File: config.mk
export PLATFORM = sky130hd
export DESIGN_NAME = operand_match_scheduler_flat
export DESIGN_NICKNAME = d
export VERILOG_FILES = /design/src/rtl/operand_match_scheduler_if.sv /design/src/rtl/operand_match_scheduler.sv /design/src/flat_wrapper.sv
export SDC_FILE = /design/constraint.sdc
export NUM_CORES = 1
export LEC_CHECK = 0
export ABC_AREA = 1
export CAP_MARGIN = 10
export CORE_MARGIN = 3
export CORE_UTILIZATION = 25
export CTS_CLUSTER_SIZE = 30
export DETAILED_ROUTE_END_ITERATION = 10
export PLACE_DENSITY = 0.54
export SETUP_SLACK_MARGIN = 0.2
export SLEW_MARGIN = 25
export SYNTH_ARGS = -nofsm -noshare
export SYNTH_HDL_FRONTEND = slang
export SYNTH_SLANG_ARGS = --single-unit
File: constraint.sdc
create_clock -name clock -period 9.3 [get_ports clock]
set_input_delay 1.86 -clock clock [delete_from_list [all_inputs] [get_ports clock]]
set_output_delay 1.86 -clock clock [all_outputs]
set_load 0.02 [all_outputs]
File: src/rtl/operand_match_scheduler_if.sv
`default_nettype none
// ============================================================================
// Module      : operand_match_scheduler_if
// Description : Handshake bundle between a bitmask-pair producer, the
//               operand-match scheduler and the MAC lanes it feeds.
//               Input side : ivalid / iready / bitmaskW / bitmaskA
//               Output side: ovalid / oready / oLaneValid / oIdxW / oIdxA /
//                            olast / oConsumeW / oConsumeA
//               slave  modport : scheduler view (accepts pairs, issues beats)
//               master modport : environment view (drives pairs, sinks beats)
// Revision    : 1.0 - initial release
// ============================================================================
interface operand_match_scheduler_if #(
    parameter int BITMASK_WIDTH = 8,
    parameter int ISSUE_WIDTH   = 2
);
    localparam int c_IDX_W = $clog2(BITMASK_WIDTH);
    localparam int c_CNT_W = $clog2(BITMASK_WIDTH + 1);

    logic                           ivalid;
    logic                           iready;
    logic [BITMASK_WIDTH-1:0]       bitmaskW;
    logic [BITMASK_WIDTH-1:0]       bitmaskA;
    logic                           ovalid;
    logic                           oready;
    logic [ISSUE_WIDTH-1:0]         oLaneValid;
    logic [ISSUE_WIDTH*c_IDX_W-1:0] oIdxW;
    logic [ISSUE_WIDTH*c_IDX_W-1:0] oIdxA;
    logic                           olast;
    logic [c_CNT_W-1:0]             oConsumeW;
    logic [c_CNT_W-1:0]             oConsumeA;

    modport slave (
        input  ivalid, bitmaskW, bitmaskA, oready,
        output iready, ovalid, oLaneValid, oIdxW, oIdxA, olast,
               oConsumeW, oConsumeA
    );

    modport master (
        output ivalid, bitmaskW, bitmaskA, oready,
        input  iready, ovalid, oLaneValid, oIdxW, oIdxA, olast,
               oConsumeW, oConsumeA
    );
endinterface
`default_nettype wire

File: src/rtl/operand_match_scheduler.sv
`default_nettype none
// ============================================================================
// Module      : operand_match_scheduler
// Description : Sparse operand-matching sequencer for one PE. Accepts a
//               (bitmaskW, bitmaskA) pair, forms match = W & A and issues the
//               matched positions ISSUE_WIDTH per beat, lowest position first.
//               Each issued lane carries its offset into the compressed weight
//               and activation streams (popcount of the mask below the
//               position). The final beat of a pair reports how many
//               compressed words each stream consumes. A pair with no match
//               still produces exactly one (empty) final beat so downstream
//               stream pointers advance.
// Ports       : clock   - clock
//               resetn  - asynchronous active-low reset
//               bus     - operand_match_scheduler_if.slave
//                         (pair input handshake + issue beat output)
// Revision    : 1.0 - initial release
// ============================================================================
module operand_match_scheduler #(
    parameter int BITMASK_WIDTH = 8,
    parameter int ISSUE_WIDTH   = 2
) (
    input  wire logic                  clock,
    input  wire logic                  resetn,
    operand_match_scheduler_if.slave   bus
);

    localparam int c_IDX_W = $clog2(BITMASK_WIDTH);
    localparam int c_CNT_W = $clog2(BITMASK_WIDTH + 1);

    localparam logic [c_CNT_W-1:0] c_ISSUE_CNT = c_CNT_W'(ISSUE_WIDTH);

    localparam logic [0:0] c_IDLE  = 1'b0;
    localparam logic [0:0] c_ISSUE = 1'b1;

    // ------------------------------------------------------------------------
    // State and pair registers
    // ------------------------------------------------------------------------
    logic [0:0]               r_state;
    logic [0:0]               w_state_nxt;
    logic [BITMASK_WIDTH-1:0] r_w;
    logic [BITMASK_WIDTH-1:0] r_a;
    logic [BITMASK_WIDTH-1:0] r_pending;

    // ------------------------------------------------------------------------
    // Combinational datapath
    // ------------------------------------------------------------------------
    // w_pre_*[p] = popcount(mask[p-1:0]); entry BITMASK_WIDTH is the total.
    logic [c_CNT_W-1:0]             w_pre_w    [BITMASK_WIDTH+1];
    logic [c_CNT_W-1:0]             w_pre_a    [BITMASK_WIDTH+1];
    // w_rank[p] = number of pending bits strictly below p (lane slot of p).
    logic [c_CNT_W-1:0]             w_rank     [BITMASK_WIDTH+1];
    logic [ISSUE_WIDTH-1:0]         w_lane_valid;
    logic [ISSUE_WIDTH*c_IDX_W-1:0] w_idx_w;
    logic [ISSUE_WIDTH*c_IDX_W-1:0] w_idx_a;
    logic [BITMASK_WIDTH-1:0]       w_issue_mask;
    logic                           w_olast;

    // FSM outputs and handshake qualifiers
    logic w_ovalid;
    logic w_iready;
    logic w_accept;
    logic w_fire;

    // ------------------------------------------------------------------------
    // FSM: state register
    // ------------------------------------------------------------------------
    always_ff @(posedge clock or negedge resetn) begin
        if (!resetn) begin
            r_state <= c_IDLE;
        end else begin
            r_state <= w_state_nxt;
        end
    end

    // ------------------------------------------------------------------------
    // FSM: next-state logic
    // A retiring final beat may coincide with the next pair being accepted;
    // in that case the FSM stays in ISSUE so pairs flow without a bubble.
    // ------------------------------------------------------------------------
    always_comb begin
        w_state_nxt = r_state;
        case (r_state)
            c_IDLE: begin
                if (w_accept) begin
                    w_state_nxt = c_ISSUE;
                end
            end
            c_ISSUE: begin
                if (w_fire && w_olast) begin
                    w_state_nxt = w_accept ? c_ISSUE : c_IDLE;
                end
            end
            default: begin
                w_state_nxt = c_IDLE;
            end
        endcase
    end

    // ------------------------------------------------------------------------
    // FSM: output logic
    // iready looks at oready combinationally so the next pair can be taken on
    // the same edge the current pair retires. It is held low during reset.
    // ------------------------------------------------------------------------
    always_comb begin
        w_ovalid = (r_state == c_ISSUE);
        w_iready = resetn &&
                   ((r_state == c_IDLE) ||
                    ((r_state == c_ISSUE) && bus.oready && w_olast));
    end

    assign w_accept = bus.ivalid && w_iready;
    assign w_fire   = w_ovalid && bus.oready;

    // ------------------------------------------------------------------------
    // Pair registers: load on accept, otherwise strip issued bits per beat.
    // On the final beat every remaining pending bit is issued, so pending
    // returns to zero when the pair retires.
    // ------------------------------------------------------------------------
    always_ff @(posedge clock or negedge resetn) begin
        if (!resetn) begin
            r_w       <= '0;
            r_a       <= '0;
            r_pending <= '0;
        end else if (w_accept) begin
            r_w       <= bus.bitmaskW;
            r_a       <= bus.bitmaskA;
            r_pending <= bus.bitmaskW & bus.bitmaskA;
        end else if (w_fire) begin
            r_pending <= r_pending & ~w_issue_mask;
        end
    end

    // ------------------------------------------------------------------------
    // Beat formation: driven from registers only, so a stalled beat is stable.
    // ------------------------------------------------------------------------
    always_comb begin
        w_pre_w[0] = '0;
        w_pre_a[0] = '0;
        w_rank[0]  = '0;
        for (int p = 0; p < BITMASK_WIDTH; p++) begin
            w_pre_w[p+1] = w_pre_w[p] + {{(c_CNT_W-1){1'b0}}, r_w[p]};
            w_pre_a[p+1] = w_pre_a[p] + {{(c_CNT_W-1){1'b0}}, r_a[p]};
            w_rank[p+1]  = w_rank[p]  + {{(c_CNT_W-1){1'b0}}, r_pending[p]};
        end

        w_issue_mask = '0;
        for (int p = 0; p < BITMASK_WIDTH; p++) begin
            if (r_pending[p] && (w_rank[p] < c_ISSUE_CNT)) begin
                w_issue_mask[p] = 1'b1;
            end
        end

        // Lane k takes the pending bit whose rank equals k; at most one
        // position can match a given rank, so the ORed assignments never clash.
        w_lane_valid = '0;
        w_idx_w      = '0;
        w_idx_a      = '0;
        for (int k = 0; k < ISSUE_WIDTH; k++) begin
            for (int p = 0; p < BITMASK_WIDTH; p++) begin
                if (r_pending[p] && (w_rank[p] == c_CNT_W'(k))) begin
                    w_lane_valid[k]                 = 1'b1;
                    w_idx_w[k*c_IDX_W +: c_IDX_W]   = c_IDX_W'(w_pre_w[p]);
                    w_idx_a[k*c_IDX_W +: c_IDX_W]   = c_IDX_W'(w_pre_a[p]);
                end
            end
        end

        // A zero-match pair has popcount 0 and therefore is its own last beat.
        w_olast = (w_rank[BITMASK_WIDTH] <= c_ISSUE_CNT);
    end

    // ------------------------------------------------------------------------
    // Output drive: everything is gated by ovalid so idle outputs read zero.
    // ------------------------------------------------------------------------
    assign bus.iready     = w_iready;
    assign bus.ovalid     = w_ovalid;
    assign bus.oLaneValid = w_ovalid ? w_lane_valid : '0;
    assign bus.oIdxW      = w_ovalid ? w_idx_w : '0;
    assign bus.oIdxA      = w_ovalid ? w_idx_a : '0;
    assign bus.olast      = w_ovalid && w_olast;
    assign bus.oConsumeW  = (w_ovalid && w_olast) ? w_pre_w[BITMASK_WIDTH] : '0;
    assign bus.oConsumeA  = (w_ovalid && w_olast) ? w_pre_a[BITMASK_WIDTH] : '0;

endmodule
`default_nettype wire

File: src/flat_wrapper.sv
// flat-port wrapper written by rule: the top's interface ports become plain ports
module operand_match_scheduler_flat 
#(
    parameter int BITMASK_WIDTH = 8,
    parameter int ISSUE_WIDTH   = 2
)
  (clock, resetn, bus_ivalid, bus_bitmaskW, bus_bitmaskA, bus_oready, bus_iready, bus_ovalid, bus_oLaneValid, bus_oIdxW, bus_oIdxA, bus_olast, bus_oConsumeW, bus_oConsumeA);
  operand_match_scheduler_if #(.BITMASK_WIDTH(BITMASK_WIDTH), .ISSUE_WIDTH(ISSUE_WIDTH)) bus_i ();
  input  wire logic clock;
  input  wire logic resetn;
  input wire logic [$bits(bus_i.ivalid)-1:0] bus_ivalid;
  input wire logic [$bits(bus_i.bitmaskW)-1:0] bus_bitmaskW;
  input wire logic [$bits(bus_i.bitmaskA)-1:0] bus_bitmaskA;
  input wire logic [$bits(bus_i.oready)-1:0] bus_oready;
  output wire logic [$bits(bus_i.iready)-1:0] bus_iready;
  output wire logic [$bits(bus_i.ovalid)-1:0] bus_ovalid;
  output wire logic [$bits(bus_i.oLaneValid)-1:0] bus_oLaneValid;
  output wire logic [$bits(bus_i.oIdxW)-1:0] bus_oIdxW;
  output wire logic [$bits(bus_i.oIdxA)-1:0] bus_oIdxA;
  output wire logic [$bits(bus_i.olast)-1:0] bus_olast;
  output wire logic [$bits(bus_i.oConsumeW)-1:0] bus_oConsumeW;
  output wire logic [$bits(bus_i.oConsumeA)-1:0] bus_oConsumeA;
  assign bus_i.ivalid = bus_ivalid;
  assign bus_i.bitmaskW = bus_bitmaskW;
  assign bus_i.bitmaskA = bus_bitmaskA;
  assign bus_i.oready = bus_oready;
  assign bus_iready = bus_i.iready;
  assign bus_ovalid = bus_i.ovalid;
  assign bus_oLaneValid = bus_i.oLaneValid;
  assign bus_oIdxW = bus_i.oIdxW;
  assign bus_oIdxA = bus_i.oIdxA;
  assign bus_olast = bus_i.olast;
  assign bus_oConsumeW = bus_i.oConsumeW;
  assign bus_oConsumeA = bus_i.oConsumeA;
  operand_match_scheduler #(.BITMASK_WIDTH(BITMASK_WIDTH), .ISSUE_WIDTH(ISSUE_WIDTH)) u_core (.clock(clock), .resetn(resetn), .bus(bus_i));
endmodule
==> load_flow_metrics.sql, run 1 <==
INSERT INTO impl_metrics (metric_group, metric, value, unit) VALUES
('outcome', 'outcome', 'finished, final reports clean', ''),
('pwr', 'p_total', '0.00159', 'W'),
('final_layout', 'drive_gt1_share', '3.60', '%'),
('drt', 'drt_iter0_drc', '114', ''),
('job', 'max_cap_viol_count', '0', ''),
('drt', 'postRouteWirelength', '8.39', 'mm'),
('sta', 'setup_viol', '0', ''),
('global_route', 'grt_util_all_layers', '12.8', '%'),
('clock_tree', 'cts_max_path_buffers', '2', ''),
('pwr', 'leakage', '1.89', 'nW'),
('sta', 'max_freq', '157', 'MHz'),
('synthesis', 'postSynthCellCount', '461', ''),
('placement', 'dp.cells', '660', ''),
('synthesis', 'synth.yosys.warnings', '0', ''),
('final_layout', 'finish.net_count', '565', ''),
('setup_path', 'critical_path.max_stage_delay', '0.62', 'ns'),
('floorplan', 'core_area', '11800', 'sq um'),
('sta', 'tightest_slew', '0.561', 'ns'),
('placement', 'gp_congestion', '0.831', ''),
('floorplan', 'floorplan.io_pins', '45', ''),
('drt', 'dr_total_vias', '3116', ''),
('clock_tree', 'cts-hold-fix-buffers', '0', ''),
('final_layout', 'fillerInstances', '1281', ''),
('pwr', 'power-per-cell-area', '423', 'nW/um^2'),
('floorplan', 'floorplan.initialDensity', '26.2', '%'),
('drt', 'wl_per_cell', '12.6', 'um'),
('floorplan', 'standard_cell_rows', '39', ''),
('final_layout', 'final_standard_cell_count_with_taps_included_and_fillers_excluded', '664', ''),
('synthesis', 'synthesis.area_per_instance', '6.70', 'sq um'),
('global_route', 'globalRouteOverflowTotal', '0', ''),
('clock_tree', 'cts_tree', 'done', ''),
('floorplan', 'die_footprint', '13700', 'sq um'),
('final_layout', 'multi_input_area', '2220', 'sq um'),
('sta', 'post-route-period-util', '68.6', '%'),
('pwr', 'vdd.ir_drop.worst', '0.217', 'mV'),
('setup_path', 'worstPathArrival', '4.52', 'ns'),
('clock_tree', 'cts_buffers', '3', ''),
('synthesis', 'synth_sequential_area_ratio', '20.3', '%'),
('sta', 'total_negative_setup_slack', '0', 'ns'),
('floorplan', 'die_height', '117', 'um'),
('placement', 'port_buffers', '44', ''),
('clock_tree', 'cts_setup_buffers', '0', ''),
('sta', 'finalMaxSlewViolations', '0', ''),
('final_layout', 'final_core_util', '32.0', '%'),
('clock_tree', 'clkLatencyLatePin', '0.26', 'ns'),
('setup_path', 'crit_path_max_fanout', '9', ''),
('final_layout', 'layout.cells.most_common', 'nand2_1', ''),
('sta', 'skew', '0.00218', 'ns'),
('synthesis', 'synth_cell_types', '34', ''),
('sta', 'grt_setup_unrepaired', 'no', ''),
('clock_tree', 'clock_tree.root_cell', 'clkbuf_16', ''),
('sta', 'finalWorstPathRequiredPeriod', '6.38', 'ns'),
('global_route', 'via_count_of_the_first_global_routing_pass', '3078', ''),
('setup_path', 'cp_cell_sequence', 'fa_1 > ha_1 > ha_1 > ha_1 > ha_1 > ha_1 > ha_1 > nand2_1 > nand2_1 > nor2_1 > nand3_1 > nor2_1 > clkdlybuf4s50_1', ''),
('final_layout', 'area_growth', '21.8', '%'),
('sta', 'normalized_max_slew_margin', '62.5', '%'),
('setup_path', 'timing.critical_path.slowest_stage_cell', 'clkdlybuf4s50_1', ''),
('final_layout', 'antenna_cells', '0', ''),
('global_route', 'initial_antenna_violation_count', '0', ''),
('setup_path', 'worstSetupPathType', 'reg2out', ''),
('synthesis', 'synthesis.area', '3090', 'sq um'),
('drt', 'vias_per_cell', '4.69', ''),
('floorplan', 'die_width', '117', 'um'),
('clock_tree', 'clock_sink_count', '25', ''),
('clock_tree', 'clkSlewWorstSetupHoldPaths', '0.07', 'ns'),
('clock_tree', 'cts_repair_resize_count', '0', ''),
('final_layout', 'layout.area.seq', '626', 'sq um'),
('final_layout', 'leading_cell_types_in_the_layout_fill_and_taps_excluded', 'nand2_1, inv_1, clkdlybuf4s50_1', ''),
('drt', 'drtAntennaViolNets', '0', ''),
('synthesis', 'synthesis.nets', '525', ''),
('clock_tree', 'h-tree-depth', '1', ''),
('setup_path', 'data_required_time_of_the_critical_path', '7.44', 'ns'),
('drt', 'detail_route.first_pass.iterations', '4', ''),
('global_route', 'maximum_number_of_pins_on_one_net_before_global_route_repair', '33', ''),
('synthesis', 'postSynthRegisterBits', '25', ''),
('global_route', 'grt_pass1_wl', '14.2', 'mm'),
('hold_path', 'worst_hold_path_type', 'reg2reg', ''),
('sta', 'timing.final.hold_violations', '0', ''),
('drt', 'remaining_drc_errors', '0', ''),
('setup_path', 'cell_mode_on_critical_path', 'ha_1', ''),
('setup_path', 'critPathCaptureType', 'primary output', ''),
('placement', 'dpl.hpwl', '6.94', 'mm'),
('setup_path', 'critical_path.startpoint_type', 'flop', '');
[worst max-delay path, delay by kind of cell, from the launching register on]
| family | cells | cell delay (ns) |
|---|---|---|
| flip-flops | 1 | 0.49 |
| adder cells (fa/ha/maj) | 7 | 2.40 |
| AND/OR/NAND/NOR | 5 | 0.73 |
| buffers and inverters | 1 | 0.62 |
[Yosys cell counts (all sizes together)]
cell type | number | area, sq um
a31oi | 4 | 25.0
nor3b | 1 | 7.51
dfrtp | 25 | 626
o21ai | 49 | 245
nand3b | 1 | 7.51
xor2 | 6 | 52.6
a21boi | 2 | 15.0
nor3 | 2 | 15.0
nand4 | 11 | 68.8
nand3 | 45 | 258
xnor2 | 8 | 70.1
o211ai | 13 | 97.6
clkbuf | 6 | 22.5
and2 | 1 | 6.26
a41oi | 2 | 17.5
o21a | 1 | 7.51
o22ai | 1 | 6.26
nor2 | 22 | 82.6
buf | 4 | 35.0
ha | 39 | 488
a21oi | 11 | 55.1
fa | 5 | 100
nand2 | 151 | 582
inv | 49 | 184
or2 | 2 | 12.5
[kinds of logic (layout without fill, tap and decap cells)]
kind of cell	count (synthesis)	after routing	synth area share [%]
simple gates	236	236	33.7
compound gates	83	83	15.2
buf+inv	59	98	7.82
fa+ha+maj	44	44	19.1
flops	25	25	20.3
xor+xnor	14	14	3.97
[where the power goes]
| part | internal [W] | total [W] | leakage (nW) | switching [W] |
|---|---|---|---|---|
| registers | 0.000151 | 0.000200 | 0.320 | 0.0000491 |
| clock network | 0.0000588 | 0.000101 | 0.0382 | 0.0000421 |
| logic | 0.000546 | 0.00129 | 1.53 | 0.000745 |
[routing by layer]
metal,track usage (%),part of all wire (%)
met3,1.23,2.0
met5,0,0
met2,23.2,50
met1,16.4,47
met4,2.83,1.3
[worst paths after layout]
path | from | end | slack (ns) | cells past startpoint
hold reg to reg | u_core.r_a[3]$_DFFE_PN0P_ | u_core.r_a[3]$_DFFE_PN0P_ | 0.50 | 2
setup reg to reg | u_core.r_pending[2]$_DFFE_PN0P_ | u_core.r_pending[0]$_DFFE_PN0P_ | 4.88 | 16
setup / recovery | u_core.r_pending[2]$_DFFE_PN0P_ | bus_oConsumeA[2] | 2.92 | 13
max in group asynchronous | resetn | u_core.r_pending[4]$_DFFE_PN0P_ | 6.99 | 2
min in group asynchronous | resetn | u_core.r_a[2]$_DFFE_PN0P_ | 2.01 | 2
hold / removal | u_core.r_a[3]$_DFFE_PN0P_ | u_core.r_a[3]$_DFFE_PN0P_ | 0.50 | 2
[registers in the layout (all words and copies together) (netlist names)]
name	flops
u_core.r_pending	8
u_core.r_a	8
u_core.r_w	8
u_core.bus.ovalid	1
[metrics by stage]
step,hold slack (ns),setup slack [ns],instance area (sq um)
4_1_cts,0.500,2.86,3760
3_5_place_dp,0.480,3.17,3680
5_1_grt,0.528,2.49,3760
2_1_floorplan,0.455,3.87,3090
6_report,0.497,2.92,3760
3_3_place_gp,0.473,3.25,3680
[final cells by class]
type / instances / share of cell area [%]
multi-input cells: 377 / 59.0
well taps: 164 / 5.46
inverters: 49 / 4.89
flip-flops and latches: 25 / 16.6
clock buffers: 4 / 2.10
repair buffers: 45 / 11.9
No activity file was read; power rests on OpenSTA's default activity.
==> inputs of run 2 (changes only) <==
Settings changed: PLACE_DENSITY 0.54 to 0.55.
Clock period 9.3 ns to 5.3 ns, I/O delays scaled along.
==> load_flow_metrics.sql, run 2 (same netlist as run 1, synthesis figures left out) <==
INSERT INTO impl_metrics (metric_group, metric, value, unit) VALUES
('final_layout', 'antenna_cells', '0', ''),
('setup_path', 'critPathCaptureType', 'primary output', ''),
('setup_path', 'crit_start', 'u_core.r_w[0]$_DFFE_PN0P_', ''),
('global_route', 'groute.layer.met1.usage', '16.6', '%'),
('final_layout', 'layout.cells.most_common', 'nand2_1', ''),
('clock_tree', 'clock_tree.root_cell', 'clkbuf_16', ''),
('clock_tree', 'cts_max_path_buffers', '2', ''),
('global_route', 'globalRouteOverflowTotal', '0', ''),
('floorplan', 'die_width', '117', 'um'),
('global_route', 'globalRouteMet3Util', '0.771', '%'),
('clock_tree', 'cts_tree', 'done', ''),
('setup_path', 'data_required_time_of_the_critical_path', '4.24', 'ns'),
('setup_path', 'depth_of_the_critical_timing_path_with_buffers_and_inverters_included', '10', ''),
('outcome', 'outcome', 'finished, final reports clean', ''),
('pwr', 'power-per-cell-area', '711', 'nW/um^2'),
('setup_path', 'timing.critical_path.slowest_stage_cell', 'fa_1', ''),
('clock_tree', 'clock_sink_count', '25', ''),
('sta', 'whs', '0.489', 'ns'),
('setup_path', 'cell_mode_on_critical_path', 'ha_1', ''),
('setup_path', 'critical_path.max_stage_delay', '0.62', 'ns'),
('global_route', 'via_count_of_the_first_global_routing_pass', '3065', ''),
('drt', 'remaining_drc_errors', '0', ''),
('sta', 'finalWorstPathRequiredPeriod', '4.89', 'ns'),
('pwr', 'cell_internal_pwr', '0.00128', 'W'),
('setup_path', 'crit_buf_inv', '1', ''),
('drt', 'drtAntennaViolNets', '0', ''),
('final_layout', 'final_standard_cell_count_with_taps_included_and_fillers_excluded', '683', ''),
('setup_path', 'critical_path.startpoint_type', 'flop', ''),
('drt', 'detail_route.first_pass.iterations', '4', ''),
('floorplan', 'standard_cell_rows', '39', ''),
('global_route', 'initial_antenna_violation_count', '0', ''),
('sta', 'max_freq', '204', 'MHz'),
('global_route', 'grt_most_used_layer', 'met2', ''),
('setup_path', 'worstPathArrival', '3.83', 'ns'),
('sta', 'grt_setup_unrepaired', 'no', ''),
('final_layout', 'finish.net_count', '584', ''),
('hold_path', 'hp-start', 'u_core.r_a[6]$_DFFE_PN0P_', ''),
('clock_tree', 'clkLatencyLatePin', '0.26', 'ns'),
('floorplan', 'floorplan.io_pins', '45', ''),
('clock_tree', 'clkSlewWorstSetupHoldPaths', '0.07', 'ns'),
('setup_path', 'cp_cell_sequence', 'fa_1 > ha_1 > fa_1 > ha_1 > ha_1 > ha_1 > xor2_2 > o21ai_0 > a21oi_1 > dlygate4sd2_1', ''),
('setup_path', 'worstSetupPathType', 'reg2out', ''),
('drt', 'drt_iter0_drc', '141', ''),
('pwr', 'combPwrFrac', '81.1', '%'),
('setup_path', 'worstReg2RegStart', 'u_core.r_pending[0]$_DFFE_PN0P_', ''),
('pwr', 'switching_power_as_a_share_of_total_power', '54.1', '%'),
('clock_tree', 'cts-hold-fix-buffers', '0', ''),
('floorplan', 'die_height', '117', 'um'),
('drt', 'vias_per_cell', '4.70', ''),
('global_route', 'grt_pass1_wl', '14.5', 'mm'),
('pwr', 'leakage', '2.03', 'nW'),
('sta', 'post-route-period-util', '92.3', '%'),
('placement', 'dpl.hpwl', '7.26', 'mm'),
('pwr', 'power_frac_seq', '12.6', '%'),
('final_layout', 'top_regs', 'u_core.r_a (8), u_core.r_pending (8), u_core.r_w (8)', ''),
('sta', 'total_negative_setup_slack', '0', 'ns'),
('sta', 'setup_viol', '0', ''),
('final_layout', 'leading_cell_types_in_the_layout_fill_and_taps_excluded', 'nand2_1, inv_1, o21ai_0', ''),
('setup_path', 'critPathTopFamily', 'adder cells', ''),
('clock_tree', 'cts_buffers', '3', ''),
('setup_path', 'r2r.worst_path.cells', '17', ''),
('sta', 'skew', '0.00541', 'ns'),
('sta', 'finalMaxSlewViolations', '0', ''),
('final_layout', 'drive_gt1_share', '11.2', '%'),
('placement', 'gp_congestion', '0.820', ''),
('hold_path', 'worst_hold_path_type', 'reg2reg', ''),
('sta', 'normalized_max_slew_margin', '62.1', '%'),
('floorplan', 'floorplan.initialDensity', '26.2', '%'),
('sta', 'tightest_slew', '0.569', 'ns'),
('pwr', 'vdd.ir_drop.worst', '0.368', 'mV'),
('placement', 'dp.cells', '674', ''),
('pwr', 'total_switching_power', '0.00151', 'W'),
('sta', 'timing.final.hold_violations', '0', ''),
('floorplan', 'core_area', '11800', 'sq um'),
('floorplan', 'die_footprint', '13700', 'sq um'),
('global_route', 'maximum_number_of_pins_on_one_net_before_global_route_repair', '33', ''),
('job', 'max_cap_viol_count', '0', ''),
('hold_path', 'min_delay_path_depth', '2', ''),
('global_route', 'grt_util_all_layers', '13.1', '%'),
('setup_path', 'crit_path_max_fanout', '4', ''),
('drt', 'wl_per_cell', '13.0', 'um'),
('drt', 'dr_total_vias', '3212', ''),
('clock_tree', 'h-tree-depth', '1', ''),
('pwr', 'pwr-share-clk', '6.3', '%'),
('final_layout', 'area_growth', '26.9', '%'),
('global_route', 'groute.layer.met2.usage', '25.0', '%'),
('placement', 'port_buffers', '44', ''),
('drt', 'postRouteWirelength', '8.86', 'mm');
==> run 2: per-stage QoR <==
step | power, W | instance area (sq um) | setup slack (ns) | utilization (%)
4_1_cts | 0.00278 | 3850 | 0.127 | 32.7
5_1_grt | 0.00317 | 3920 | 0.218 | 33.3
3_5_place_dp | 0.00270 | 3790 | 0.0578 | 32.2
6_report | 0.00279 | 3920 | 0.407 | 33.3
2_1_floorplan | 0.00192 | 3090 | 0.671 | -
3_3_place_gp | 0.00267 | 3790 | 0.114 | 32.2
==> run 2: area by class of cell <==
type / count / area, sq um
tap: 164 / 205
timing repair buffer: 63 / 523
sequential: 25 / 626
fill: 1321 / 7840
clock buffer: 4 / 78.8
inverter: 49 / 184
multi-input combinational: 378 / 2300
==> run 2: metal layers <==
| metal | routed length [um] | part of all wire (%) |
|---|---|---|
| met5 | 0 | 0 |
| met2 | 4520 | 51 |
| met4 | 76 | 0.86 |
| met3 | 145 | 1.6 |
| met1 | 4120 | 46 |
==> run 2: power by group through the flow <==
stage                     combinational [W]  sequential (W)  clock, W
after detailed placement            0.00235        0.000352         0
after floorplan                     0.00159        0.000328         0
after CTS                           0.00225        0.000349  0.000180
after global routing                0.00261        0.000367  0.000187
after global placement              0.00233        0.000349         0
final                               0.00226        0.000350  0.000176
==> run 2: worst paths after layout <==
path,endpoint,slack [ns]
worst max-delay path,bus_oIdxW[2],0.41
worst min-delay path,u_core.r_a[6]$_DFFE_PN0P_,0.49
worst max register to register,u_core.r_pending[1]$_DFFE_PN0P_,1.10
worst min register to register,u_core.r_a[6]$_DFFE_PN0P_,0.49
max in group asynchronous,u_core.bus.ovalid$_DFF_PN0_,3.80
min in group asynchronous,u_core.r_a[0]$_DFFE_PN0P_,1.20
==> run 2: tightest hold or removal path, delay by kind of cell, from the launching register on <==
kind | cells | cell delay (ns)
DFF | 1 | 0.35
and+or+nand+nor | 2 | 0.11
==> run 2: repair_timing <==
item	CTS	global route
hold endpoints to repair	0	0
pin swaps	1	4
buffers inserted	0	4
cloned	0	1
resized for setup	29	34
setup endpoints to repair	24	24
